$ cat src/rtl/alu_mc.sv
// alu_mc: multi-cycle ALU with valid/ready handshakes, NZCV flags and an
// iterative shift-add multiplier (one multiplier bit per cycle, WIDTH cycles).
//
// state | meaning
// IDLE  | in_ready=1, waiting for an operation
// MUL   | shift-add multiply in progress, one multiplier bit per cycle
// DONE  | out_valid=1, result held until out_ready
module alu_mc #(
  parameter int WIDTH = 64,
  parameter int SHW   = $clog2(WIDTH)
) (
  input  logic             CLK,
  input  logic             resetl,
  input  logic             in_valid,
  output logic             in_ready,
  input  logic [3:0]       ALUCtrl,
  input  logic [WIDTH-1:0] BusA,
  input  logic [WIDTH-1:0] BusB,
  output logic             out_valid,
  input  logic             out_ready,
  output logic [WIDTH-1:0] BusW,
  output logic             Zero,
  output logic             Negative,
  output logic             Carry,
  output logic             Overflow,
  output logic             ErrOp
);

  localparam logic [3:0] OP_AND  = 4'b0000;
  localparam logic [3:0] OP_OR   = 4'b0001;
  localparam logic [3:0] OP_ADD  = 4'b0010;
  localparam logic [3:0] OP_LSL  = 4'b0011;
  localparam logic [3:0] OP_LSR  = 4'b0100;
  localparam logic [3:0] OP_SUB  = 4'b0110;
  localparam logic [3:0] OP_PASS = 4'b0111;
  localparam logic [3:0] OP_MUL  = 4'b1000;

  typedef enum logic [1:0] {
    S_IDLE = 2'd0,
    S_MUL  = 2'd1,
    S_DONE = 2'd2
  } state_t;

  state_t r_state;
  state_t w_next;

  logic [WIDTH-1:0] r_mcand;
  logic [WIDTH-1:0] r_mplier;
  logic [WIDTH-1:0] r_acc;
  logic [SHW-1:0]   r_cnt;

  logic [WIDTH-1:0] r_busw;
  logic             r_zero;
  logic             r_neg;
  logic             r_carry;
  logic             r_ovf;
  logic             r_err;
  logic             r_out_valid;

  logic [WIDTH:0]   w_sum_ext;
  logic [WIDTH:0]   w_dif_ext;
  logic [WIDTH-1:0] w_res;
  logic             w_c;
  logic             w_v;
  logic             w_err;
  logic             w_is_mul;
  logic [WIDTH-1:0] w_acc_next;
  logic             w_mul_last;
  logic             w_load_res;
  logic             w_load_mul;
  logic             w_mul_fin;
  logic             w_consume;

  // Subtraction as A + ~B + 1 so the top carry is directly NOT borrow.
  assign w_sum_ext = {1'b0, BusA} + {1'b0, BusB};
  assign w_dif_ext = {1'b0, BusA} + {1'b0, ~BusB} + {{WIDTH{1'b0}}, 1'b1};
  assign w_is_mul  = (ALUCtrl == OP_MUL);

  always_comb begin
    w_res = '0;
    w_c   = 1'b0;
    w_v   = 1'b0;
    w_err = 1'b0;
    unique case (ALUCtrl)
      OP_AND:  w_res = BusA & BusB;
      OP_OR:   w_res = BusA | BusB;
      OP_ADD: begin
        w_res = w_sum_ext[WIDTH-1:0];
        w_c   = w_sum_ext[WIDTH];
        w_v   = (BusA[WIDTH-1] == BusB[WIDTH-1]) &&
                (w_sum_ext[WIDTH-1] != BusA[WIDTH-1]);
      end
      OP_SUB: begin
        w_res = w_dif_ext[WIDTH-1:0];
        w_c   = w_dif_ext[WIDTH];
        w_v   = (BusA[WIDTH-1] != BusB[WIDTH-1]) &&
                (w_dif_ext[WIDTH-1] != BusA[WIDTH-1]);
      end
      OP_PASS: w_res = BusB;
      OP_LSL:  w_res = BusA << BusB[SHW-1:0];
      OP_LSR:  w_res = BusA >> BusB[SHW-1:0];
      OP_MUL:  w_res = '0;
      default: w_err = 1'b1;
    endcase
  end

  assign w_acc_next = r_mplier[0] ? (r_acc + r_mcand) : r_acc;
  assign w_mul_last = (r_cnt == SHW'(WIDTH - 1));

  always_ff @(posedge CLK or negedge resetl) begin
    if (!resetl) begin
      r_state <= S_IDLE;
    end else begin
      r_state <= w_next;
    end
  end

  always_comb begin
    w_next     = r_state;
    w_load_res = 1'b0;
    w_load_mul = 1'b0;
    w_mul_fin  = 1'b0;
    w_consume  = 1'b0;
    unique case (r_state)
      S_IDLE: begin
        if (in_valid) begin
          if (w_is_mul) begin
            w_load_mul = 1'b1;
            w_next     = S_MUL;
          end else begin
            w_load_res = 1'b1;
            w_next     = S_DONE;
          end
        end
      end
      S_MUL: begin
        if (w_mul_last) begin
          w_mul_fin = 1'b1;
          w_next    = S_DONE;
        end
      end
      S_DONE: begin
        if (out_ready) begin
          w_consume = 1'b1;
          w_next    = S_IDLE;
        end
      end
      default: w_next = S_IDLE;
    endcase
  end

  always_ff @(posedge CLK or negedge resetl) begin
    if (!resetl) begin
      r_mcand  <= '0;
      r_mplier <= '0;
      r_acc    <= '0;
      r_cnt    <= '0;
    end else if (w_load_mul) begin
      r_mcand  <= BusA;
      r_mplier <= BusB;
      r_acc    <= '0;
      r_cnt    <= '0;
    end else if (r_state == S_MUL) begin
      r_acc    <= w_acc_next;
      r_mcand  <= r_mcand << 1;
      r_mplier <= r_mplier >> 1;
      r_cnt    <= r_cnt + SHW'(1);
    end
  end

  // Result and flags hold after DONE until the next result is registered.
  always_ff @(posedge CLK or negedge resetl) begin
    if (!resetl) begin
      r_busw      <= '0;
      r_zero      <= 1'b0;
      r_neg       <= 1'b0;
      r_carry     <= 1'b0;
      r_ovf       <= 1'b0;
      r_err       <= 1'b0;
      r_out_valid <= 1'b0;
    end else begin
      if (w_load_res) begin
        r_busw  <= w_res;
        r_zero  <= (w_res == '0);
        r_neg   <= w_res[WIDTH-1];
        r_carry <= w_c;
        r_ovf   <= w_v;
        r_err   <= w_err;
      end else if (w_mul_fin) begin
        r_busw  <= w_acc_next;
        r_zero  <= (w_acc_next == '0);
        r_neg   <= w_acc_next[WIDTH-1];
        r_carry <= 1'b0;
        r_ovf   <= 1'b0;
        r_err   <= 1'b0;
      end
      if (w_load_res || w_mul_fin) begin
        r_out_valid <= 1'b1;
      end else if (w_consume) begin
        r_out_valid <= 1'b0;
      end
    end
  end

  assign in_ready  = (r_state == S_IDLE);
  assign out_valid = r_out_valid;
  assign BusW      = r_busw;
  assign Zero      = r_zero;
  assign Negative  = r_neg;
  assign Carry     = r_carry;
  assign Overflow  = r_ovf;
  assign ErrOp     = r_err;

endmodule

$ cat config.mk
export PLATFORM = sky130hd
export DESIGN_NAME = alu_mc
export DESIGN_NICKNAME = d
export VERILOG_FILES = /design/src/rtl/alu_mc.sv
export SDC_FILE = /design/constraint.sdc
export NUM_CORES = 2
export LEC_CHECK = 0
export CORE_AREA = 2 2 250 499
export CTS_BUF_LIST = sky130_fd_sc_hd__clkbuf_4 sky130_fd_sc_hd__clkbuf_8
export CTS_CLUSTER_DIAMETER = 100
export DETAILED_ROUTE_END_ITERATION = 8
export DIE_AREA = 0 0 252 501
export PLACE_DENSITY = 0.57
export SYNTH_ARGS = -nofsm -noshare
export SYNTH_HDL_FRONTEND = slang
export SYNTH_SLANG_ARGS = --single-unit
$ cat constraint.sdc
create_clock -name CLK -period 9.82 [get_ports CLK]
set_input_delay 1.964 -clock CLK [delete_from_list [all_inputs] [get_ports CLK]]
set_output_delay 1.964 -clock CLK [all_outputs]
set_load 0.005 [all_outputs]
==> flow_summary_export.csv <==
group,metric,value,unit
cts,count_of_buffers_added_by_post_cts_timing_repair_for_setup,0,
detailed_routing,route.final.wire_length,241000,um
timing,final-hold-violation-count,0,
floorplanning,placement_rows,182,
synthesis,yosysUniqueCellTypes,97,
pwr,seq_power_share,0.252,
floorplanning,die_width,252,um
detailed_routing,drt.antenna.violating_nets,0,
floorplanning,start_util,0.298,
cts,count_of_h_tree_levels_built_during_cts,2,
run,timing.max_cap.violations,0,
cts,postCtsHoldBufs,0,
synthesis,postSynthAreaPerCell,7.63,um^2
pwr,swShare,0.518,
synthesis,ys_seq_elements,269,
setup_path,critical_path.startpoint,"BusB[2]",
setup_path,reg2reg_to,"Zero",
synthesis,fraction_of_post_synthesis_cell_area_in_the_top_cell_type_by_area,0.184,
pwr,irDropWorstVdd,112,uV
placement,buffer_ports.inserted,206,
min_path,hold_path_end,"BusW[20]",
placement,detailedPlacementHpwl,186000,um
final_layout,finish.net_count,5271,
synthesis,count_of_flip_flops_with_a_built_in_enable_after_synthesis,0,
grt,antenna_found_initial,22,
timing,rsz0062_at_grt,"false",
grt,global_route_wire_length_before_repair,331000,um
cts,postCtsResizedCells,0,
placement,gp_congestion,1.08,
setup_path,worst_setup_path_start_kind,"primary input",
timing,max_slew_headroom,0.0306,
pwr,clkPwrFrac,0.159,
timing,whs,474,ps
cts,clock_tree_from_tritoncts,"done",
detailed_routing,via_count,42900,
pwr,power.combinational.fraction,0.589,
grt,globalRouteTotalUtil,0.371,
pwr,power-per-cell-area,195,nW/um^2
min_path,timing.hold.worst.class,"flip-flop to flip-flop",
synthesis,yosys.area.top_type,"sky130_fd_sc_hd__dfrtp_1",
setup_path,critical_path.endpoint_type,"flip-flop",
floorplanning,io_pins,207,
setup_path,worst_reg2reg_path_length_in_cells,17,
pwr,intPower,3.92,mW
timing,fmax,119,MHz
detailed_routing,drt-vias-per-instance,6.63,
pwr,power_leakage,17.9,nW
min_path,worstHoldPathCells,1,
grt,global_route.overflow_total,0,
synthesis,ys_top_cells_by_area,"sky130_fd_sc_hd__dfrtp_1 18%, sky130_fd_sc_hd__ha_1 9.3%, sky130_fd_sc_hd__nand2_1 7.1%",
floorplanning,die-height,501,um
detailed_routing,wire_per_inst,37.2,um
synthesis,asyncSetResetFlopFracSynth,1.00,
synthesis,post_synth_instance_area,36600,um^2
floorplanning,core_area,123000,um^2
cts,cts.reportedPaths.clkPinSlew,70,ps
cts,cts_root_buffer,"sky130_fd_sc_hd__clkbuf_8",
grt,grt_max_degree,144,
grt,grt-busiest-layer,"met2",
synthesis,postSynthCellCount,4793,
cts,cts_buffers,48,
final_layout,layout-drive-gt1-share,0.112,
timing,clock_skew,59.6,ps
setup_path,reg2reg_setup_slack,4080,ps
timing,final-setup-viol-count,0,
setup_path,critPathKind,"primary input to flip-flop",
run_status,run_status,"completed",
detailed_routing,first_iter_violations,5662,
grt,global_route.usage.met3,0.0896,
synthesis,synth_nets,5204,
setup_path,critical_path_required_time,10550,ps
final_layout,syn_to_final_growth,14.2,%
cts,clock_sinks,269,
setup_path,critPathMaxFanout,74,
floorplanning,fp.dieArea,126000,um^2
min_path,holdCritStartpoint,"BusW[20]",
detailed_routing,route.detailed.drc,0,
timing,period_share,0.853,
synthesis,ys_warn_count,0,
cts,clock_path_buffers,3,
grt,gr_util_met1,0.435,
timing,drv_slew,0,
timing,period_minus_slack,8380,ps
setup_path,crit_arrival,9110,ps
synthesis,synth_ff_type,"sky130_fd_sc_hd__dfrtp_1",
detailed_routing,drt_first_pass_iters,6,
timing,worst_margin_pin_slew,1440,ps
setup_path,r2r-start,"r_mcand[0]",
pwr,power.switching,4.21,mW
grt,grt_util_met2,0.580,
cts,worstSkewPairLatency,800,ps
synthesis,synth_seq_area_share,0.184,
timing,setup-tns-final,0,ps
grt,first_global_vias,41600,
per-layer routing:
layer	vias up	routed length, um
li1	18200	-
met1	21100	88100
met2	2865	106000
met3	794	23200
met4	26	23300
met5	-	181
Yosys cell counts (22+ instances only):
master,n
sky130_fd_sc_hd__a211oi_1,62
sky130_fd_sc_hd__a21o_1,62
sky130_fd_sc_hd__a21oi_1,328
sky130_fd_sc_hd__a221o_1,37
sky130_fd_sc_hd__a221oi_1,44
sky130_fd_sc_hd__a22oi_1,181
sky130_fd_sc_hd__a31oi_1,40
sky130_fd_sc_hd__and3_1,22
sky130_fd_sc_hd__buf_1,43
sky130_fd_sc_hd__buf_2,28
sky130_fd_sc_hd__clkbuf_1,284
sky130_fd_sc_hd__dfrtp_1,269
sky130_fd_sc_hd__ha_1,272
sky130_fd_sc_hd__inv_1,225
sky130_fd_sc_hd__mux2_2,71
sky130_fd_sc_hd__mux2i_1,168
sky130_fd_sc_hd__mux4_2,105
sky130_fd_sc_hd__nand2_1,696
sky130_fd_sc_hd__nand2b_1,36
sky130_fd_sc_hd__nand3_1,94
sky130_fd_sc_hd__nand4_1,73
sky130_fd_sc_hd__nor2_1,357
sky130_fd_sc_hd__nor2b_1,46
sky130_fd_sc_hd__nor3_1,92
sky130_fd_sc_hd__nor4_1,57
sky130_fd_sc_hd__o211ai_1,68
sky130_fd_sc_hd__o21a_1,31
sky130_fd_sc_hd__o21ai_0,275
sky130_fd_sc_hd__o21bai_1,40
sky130_fd_sc_hd__o221ai_1,70
sky130_fd_sc_hd__o22ai_1,94
sky130_fd_sc_hd__o31ai_1,39
sky130_fd_sc_hd__or2_2,22
sky130_fd_sc_hd__or3_1,35
sky130_fd_sc_hd__xnor2_1,47
sky130_fd_sc_hd__xor2_1,22
kinds of logic (layout without fill, tap and decap cells):
| kind of cell | Yosys count | count (layout) | synth area share |
|---|---|---|---|
| AOI/OAI and AO/OA | 1617 | 1617 | 0.303 |
| xor gates and xnor gates | 69 | 69 | 0.0165 |
| adders and majority gates | 275 | 275 | 0.0947 |
| buffers and inverters | 607 | 713 | 0.0669 |
| DFF | 269 | 269 | 0.184 |
| muxes | 344 | 344 | 0.133 |
| other | 0 | 8 | 0 |
| and+or+nand+nor | 1612 | 1612 | 0.202 |
per-stage QoR:
| stage | worst slack (ps) | total power, mW | instances | utilization | cell area (um^2) |
|---|---|---|---|---|---|
| floorplan | 2390 | 4.72 | 4793 | - | 36600 |
| global placement | 1090 | 6.64 | 6373 | 0.331 | 40600 |
| detailed placement | 1020 | 6.67 | 6373 | 0.331 | 40600 |
| finish | 1440 | 8.13 | 6471 | 0.341 | 41700 |
| global route | 1500 | 8.53 | 6465 | 0.341 | 41700 |
| CTS | 1830 | 8.00 | 6462 | 0.340 | 41700 |
how the worst max path moves through the flow:
stage	depth (start not counted)	endpoint
6_report	18	Zero
5_1_grt	18	Zero
4_1_cts	18	Zero
3_5_place_dp	18	Zero
3_3_place_gp	18	Zero
2_1_floorplan	22	Zero
flip-flops by register name, summed over array words and instances (netlist names):
register,flops
BusW,64
Carry,1
ErrOp,1
Overflow,1
Zero,1
out_valid,1
r_acc,64
r_cnt,6
r_mcand,64
r_mplier,64
r_state,2
cell type report:
class	count	area, um^2
inverters	227	855
fillers	13200	80800
diodes	8	20.0
multi-input cells	3917	27500
well taps	1564	1960
repair buffers	397	3530
clock inverters	17	179
clock buffers	72	928
flip-flops and latches	269	6740
critical path, cell delays in order:
cell,delay (ps)
sky130_fd_sc_hd__buf_6,600
sky130_fd_sc_hd__buf_4,540
sky130_fd_sc_hd__nand2b_1,660
sky130_fd_sc_hd__o2bb2ai_1,150
sky130_fd_sc_hd__a21oi_1,690
sky130_fd_sc_hd__buf_4,290
sky130_fd_sc_hd__nor2_1,60
sky130_fd_sc_hd__a2111oi_0,530
sky130_fd_sc_hd__nor4bb_1,790
sky130_fd_sc_hd__nand4_1,260
sky130_fd_sc_hd__nor4_1,680
sky130_fd_sc_hd__nand4_1,340
sky130_fd_sc_hd__nor4_1,400
sky130_fd_sc_hd__buf_4,190
sky130_fd_sc_hd__nand4_1,180
sky130_fd_sc_hd__nor4_1,420
sky130_fd_sc_hd__nand4_1,160
sky130_fd_sc_hd__o21ai_1,160
power groups by stage:
stage,clock (mW),sequential [mW],combinational [mW]
5_1_grt,1.36,2.09,5.07
6_report,1.29,2.05,4.79
3_5_place_dp,0,2.04,4.63
2_1_floorplan,0,1.82,2.90
3_3_place_gp,0,2.04,4.60
4_1_cts,1.32,2.03,4.65
cell usage in the layout, fill, tap and decap left out, types with 70 or more instances in the layout:
cell	count
sky130_fd_sc_hd__a21oi_1	327
sky130_fd_sc_hd__a22oi_1	181
sky130_fd_sc_hd__buf_4	190
sky130_fd_sc_hd__clkdlybuf4s50_1	199
sky130_fd_sc_hd__dfrtp_1	268
sky130_fd_sc_hd__ha_1	272
sky130_fd_sc_hd__inv_1	223
sky130_fd_sc_hd__mux2_2	71
sky130_fd_sc_hd__mux2i_1	167
sky130_fd_sc_hd__mux4_2	105
sky130_fd_sc_hd__nand2_1	696
sky130_fd_sc_hd__nand3_1	91
sky130_fd_sc_hd__nand4_1	73
sky130_fd_sc_hd__nor2_1	351
sky130_fd_sc_hd__nor3_1	88
sky130_fd_sc_hd__o21ai_0	274
sky130_fd_sc_hd__o221ai_1	70
sky130_fd_sc_hd__o22ai_1	94
(Power assumes the default switching activity.)
